[config.mk]
export PLATFORM = sky130hd
export DESIGN_NAME = escalonador_chamadas
export DESIGN_NICKNAME = d
export VERILOG_FILES = /design/src/rtl/escalonador_chamadas.sv
export SDC_FILE = /design/constraint.sdc
export NUM_CORES = 1
export LEC_CHECK = 0
export ABC_AREA = 1
export CORE_MARGIN = 4
export CORE_UTILIZATION = 48
export DETAILED_ROUTE_END_ITERATION = 12
export GPL_TIMING_DRIVEN = 0
export PLACE_DENSITY = 0.77
export SYNTH_ARGS = -nofsm -noshare
export SYNTH_HDL_FRONTEND = slang
export SYNTH_SLANG_ARGS = --single-unit
[constraint.sdc]
create_clock -name clk -period 1.5 [get_ports clk]
set_input_delay 0.3 -clock clk [delete_from_list [all_inputs] [get_ports clk]]
set_output_delay 0.3 -clock clk [all_outputs]
set_load 0.01 [all_outputs]
[src/rtl/escalonador_chamadas.sv]
// SCAN call scheduler for a 4-floor cab: latches calls, picks direction,
// drives the motor, stops at requested floors and times the door.
module escalonador_chamadas #(
    parameter int DOOR_CYCLES = 8
) (
    input  logic       clk,
    input  logic       rst,
    input  logic [3:0] btn,
    input  logic [1:0] floor,
    input  logic       at_floor,
    output logic       motor_up,
    output logic       motor_down,
    output logic       door_open,
    output logic [3:0] pending,
    output logic       dir_up,
    output logic [2:0] state_o
);
    localparam int CW = $clog2(DOOR_CYCLES);
    localparam logic [CW-1:0] CNT_MAX = CW'(DOOR_CYCLES - 1);

    typedef enum logic [2:0] {
        IDLE      = 3'd0,
        MOVE_UP   = 3'd1,
        MOVE_DOWN = 3'd2,
        ARRIVE    = 3'd3,
        DOOR      = 3'd4
    } state_t;

    state_t        state;
    logic [CW-1:0] cnt;
    logic [3:0]    floor_oh, btn_eff, clr;
    logic          above, below, here, serve_direct;

    assign floor_oh = 4'b0001 << floor;
    assign here     = pending[floor] | btn[floor];

    // A press for the current floor while the door is (or is about to be)
    // open is served on the spot and never becomes a pending call.
    assign serve_direct = (state == DOOR) || (state == IDLE && at_floor);
    assign btn_eff      = serve_direct ? (btn & ~floor_oh) : btn;
    assign clr          = (state == ARRIVE) ? floor_oh : 4'b0000;

    always_comb begin
        above = 1'b0;
        below = 1'b0;
        for (int i = 0; i < 4; i++) begin
            if (pending[i] && i > int'(floor)) above = 1'b1;
            if (pending[i] && i < int'(floor)) below = 1'b1;
        end
    end

    always_ff @(posedge clk) begin
        if (rst) begin
            state   <= IDLE;
            pending <= 4'b0000;
            dir_up  <= 1'b1;
            cnt     <= '0;
        end else begin
            pending <= (pending | btn_eff) & ~clr;
            case (state)
                IDLE: begin
                    if (at_floor && here) begin
                        state <= DOOR;
                        cnt   <= CNT_MAX;
                    end else if (dir_up && above) begin
                        state <= MOVE_UP;
                    end else if (below) begin
                        state  <= MOVE_DOWN;
                        dir_up <= 1'b0;
                    end else if (above) begin
                        state  <= MOVE_UP;
                        dir_up <= 1'b1;
                    end
                end
                // Top/bottom floor always stops the cab, whatever pending says.
                MOVE_UP:
                    if (at_floor && (pending[floor] || !above || floor == 2'd3))
                        state <= ARRIVE;
                MOVE_DOWN:
                    if (at_floor && (pending[floor] || !below || floor == 2'd0))
                        state <= ARRIVE;
                ARRIVE: begin
                    state <= DOOR;
                    cnt   <= CNT_MAX;
                end
                DOOR: begin
                    if (btn[floor])
                        cnt <= CNT_MAX;
                    else if (cnt == '0)
                        state <= IDLE;
                    else
                        cnt <= cnt - 1'b1;
                end
                default: state <= IDLE;
            endcase
        end
    end

    assign motor_up   = (state == MOVE_UP);
    assign motor_down = (state == MOVE_DOWN);
    assign door_open  = (state == DOOR);
    assign state_o    = state;

endmodule

# == After elaboration in Yosys (flattened, before gate mapping) ==
# Index checks and enable logic that the tools add are counted.
# op_classes
add_sub_neg,1
n_bitwise,8
magnitude_cmp,7
muxes,27
n_div,0
mul,0
n_shift,1
eq_ne,12
n_reduce_logical,26
# ops
operator,count
$mux 3,11
$pmux 3 s5,1
$logic_and 1x1->1,11
$mux 1,10
$pmux 3 s3,1
$and 4x4->4,2
$mux 4,2
$ne 2x1->1 const B,4
$not 4->4,2
$eq 3x2->1 const B,2
$logic_not 3->1,2
$logic_or 1x1->1,5
$ne 5x3->1 const B,1
$reduce_and 5->1,1
$bmux 1 s2,2
$gt 2x2->1 const A,2
$lt 1x2->1 const A,2
$or 4x4->4,1
$reduce_and 4->1,1
$shl 1x2->4 const A,1
$eq 3x1->1 const B,1
$eq 3x3->1 const B,1
$lt 2x3->1 const B,1
$ne 3x3->1 const B,1
12 further kinds,14
# totals
latchBits,0
elab_cells,86
in_bits,9
ramBits,0
mem_count,0
rom_bits,0
register_bits,11

# == Logic depth before layout (Yosys ltp) ==
# logic_depth
depth_word,11
ltp_mapped,11
mapped_depth_nobuf,11

# == Worst setup path after synthesis ==
# No wires, ideal clock.
# synth_path
path_type,register to register
from,reg state[2] (netlist: state_o[2])
to,reg cnt[0]
path_slack_ns,0.176
path_stages_with_launch,8
arrival_time_ns,1.208
setup_ns,0.116
path_buffers,0
period_less_slack_ns,1.324
path_cell_list,dfxtp_1 > inv_1 > nor2_2 > nand3_1 > nand3_4 > nand2_1 > nand2_1 > a21oi_2
# synth_between
elab_chain_len,3
elab_cells_between_ends,8
cone_classes,eq/ne: 4; mux: 1; reduce/logical: 3
# synth_lines
element,line_no,source
start: declaration,29,state_t state;
start signal: assignment,54,state <= IDLE;
start signal: assignment,63,state <= DOOR;
start signal: assignment,66,state <= MOVE_UP;
$eq 3x3->1 *,--,
net door_open,13,"output logic door_open,"
$ne 3x3->1 (no line) / $reduce_bool 3->1 (equally long branches),--,
$reduce_and 3->1 (no line),--,
end signal: assignment,92,cnt <= cnt - 1'b1;
end: declaration,30,logic [CW-1:0] cnt;
# The timed path passes the listed nets; every way through them passes the cells marked *.
# A chain may end at the register's enable or synchronous reset.

# == Worst setup path after layout ==
# layout_path
from,reg state[1] (netlist: state_o[1])
to,out door_open
# layout_between
elab_chain_len,1
# layout_lines
element,line_no,source
$eq 3x3->1,101,assign door_open = (state == DOOR);
end: declaration,13,
# No other way between the ends.

==> impl_metrics.tcl <==
set metrics [dict create \
    run_status "completed" \
    cts_tree "built" \
    place_area_um2 1071 \
    via_per_inst 5.160 \
    synth-seq-cells 11 \
    skew_ps 15.02 \
    layout.cells.non_filler 175 \
    track_usage 0.1736 \
    avgSynthCellArea_um2 6.807 \
    grt_pass1_wl_mm 3.415 \
    yosys_warnings 0 \
    setup_violations 0 \
    crit_chain "nor2_2 -> inv_2 -> nor2_4 -> clkdlybuf4s15_2" \
    ys_types 25 \
    p_per_area_nw_per_um2 1607 \
    nNetsFinal 163 \
    slowest_delay_ps 360 \
    placedCellCount 168 \
    via_count 903 \
    clk_pin_slew_worst_paths_ps 80 \
    crit_type "reg2out" \
    post-synth-top-count-cell "nand2_1" \
    drt_iter0_drc 19 \
    drc_errors 0 \
    firstDrtPassIters 4 \
    ant_nets 0 \
    ir_worst_vdd_mv 1.027 \
    syn_inst 125 \
    power_mw 1.886 \
    die_h_um 50.10 \
    synth_edf_count 0 \
    yosys.area.top_type_share 0.2588 \
    min_path_type "in2reg" \
    pwr-share-seq 0.259 \
    hold_violations 0 \
    start_util 0.5338 \
    die_x_um 50.10 \
    die_area_um2 2510 \
    crit_fanout 5 \
    ys_seq_area_frac 0.2588 \
    antenna_found_initial 0 \
    drt_wl_total_mm 2.107 \
    synth_top_cells_by_count "31 x nand2_1, 14 x inv_1, 11 x dfxtp_1" \
    gp_congestion 0.8383 \
    grt-ovfl-total 0 \
    tns_ps 0 \
    ioPinCount 20 \
    post-dp-hpwl_mm 1.577 \
    insertion_delay_ps 280 \
    cp_top_family "flip-flops" \
    synth_area_um2 850.8 \
    p_int_mw 0.9906 \
    slowest_stage "dfxtp_2" \
    synth_area_leaders "dfxtp_1 26%, nand2_1 14%, inv_1 6.2%" \
    utilization 0.7363 \
    cp-start-kind "flop" \
    swShare 0.4749 \
    arrival_ps 1180 \
    drive_above_1_share 0.3311 \
    clockRootBuffer "clkbuf_4" \
    critPathBufInv 2 \
    clockPowerShare 0.111 \
    grt_max_degree 11 \
    core_area_um2 1594 \
    fmax_ghz 0.6744 \
    cts_buffer_depth 2 \
    cts_max_level 1 \
    slew_headroom 0.8130 \
    ys.flop_type "dfxtp_1" \
    syn_nets 136 \
    maxSlewViolCount 0 \
    synthArstFlopShare 0 \
    rsz0062_at_grt "true" \
    finalCritPeriodShare 0.9886 \
    wl_per_cell_um 12.04 \
    power_frac_comb 0.630 \
    maxCapViolCount 0 \
    stdcell_area_um2 1174 \
    cp.required_ps 1200 \
    cts_buffers 3 \
    critPathCaptureType "output port" \
    grt_pass1_vias 800 \
    period_needed_ps 1483 \
    worst_pin_slew_ps 279.7 \
    antennaDiodeCount 0 \
    synth_top_area_cell "dfxtp_1" \
    portBuffers 19 \
    cts_sinks 11 \
    switchingPower_mw 0.8958 \
    leakage_nw 0.6096 \
    area_growth_pct 37.94 \
    row_count 14 \
]
==> what timing repair did <==
action,in CTS,in global routing
resized for setup,20,19
endpoints found under the setup margin,16,14
hold buffers,0,0
pin swaps,0,2
setup buffers,0,3
==> placed cells by master, fill, tap and decap left out, types with 6 or more instances in the layout <==
| master | n |
|---|---|
| nand2_1 | 31 |
| nor2_1 | 7 |
| dlymetal6s2s_1 | 6 |
| nand3_1 | 9 |
| dfxtp_1 | 6 |
| inv_1 | 13 |
==> logic make-up (layout without fill, tap and decap cells) <==
| kind of cell | Yosys count | count (layout) | share of synthesized area |
|---|---|---|---|
| and+or+nand+nor | 78 | 78 | 0.4897 |
| AOI/OAI and AO/OA | 16 | 16 | 0.1250 |
| DFF | 11 | 11 | 0.2588 |
| buffers and inverters | 18 | 44 | 0.09706 |
| adders and majority gates | 2 | 2 | 0.02941 |
==> per-layer routing <==
metal	routed length (µm)	GRT usage
met3	91	0.03916
met2	991	0.2826
met4	32	0.05530
met5	0	0
met1	992	0.2248
==> area by class of cell <==
cell class              instances  area (µm²)
fillers                       141       420.4
inverters                      16       60.06
multi-input cells              96       591.8
plain buffers                   2       22.52
flip-flops and latches         11       226.5
clock buffers                   4       26.28
repair buffers                 22       216.5
well taps                      24       30.03
==> sequential cells by signal (all words and copies together) (netlist names) <==
signal   count
pending      4
cnt          3
state_o      3
dir_up       1
==> path summary, 6_finish.rpt <==
| kind | start | slack (ps) | to | cells after the start |
|---|---|---|---|---|
| min reg2reg | cnt[0]$_SDFFE_PP0P_ | 430 | cnt[0]$_SDFFE_PP0P_ | 1 |
| min | btn[1] | 420 | pending[1]$_SDFF_PP0_ | 3 |
| max reg2reg | state_o[1]$_SDFFE_PP0P_ | 130 | state_o[1]$_SDFFE_PP0P_ | 9 |
| max | state_o[1]$_SDFFE_PP0P_ | 20 | door_open | 4 |
==> power by group through the flow <==
stage	Clock, mW	Combinational [mW]	Sequential [mW]
after global routing	0.223	1.32	0.506
after global placement	0	1.06	0.467
after detailed placement	0	1.10	0.470
after floorplan	0	0.744	0.484
final	0.210	1.19	0.489
after CTS	0.212	1.09	0.472
==> worst min-delay path, delay by kind of cell <==
family / cells / cell delay (ps)
AOI/OAI and AO/OA: 1 / 150
and+or+nand+nor: 1 / 50
buffers and inverters: 1 / 150
==> per-stage QoR <==
step / hold WS (ps) / worst slack (ps)
floorplan: 372.4 / 176.1
global placement: 424.0 / -401.8
detailed placement: 427.4 / -428.9
CTS: 436.6 / -35.18
global route: 433.6 / -35.75
finish: 422.9 / 17.16
Power figures use the tool's default switching activity.
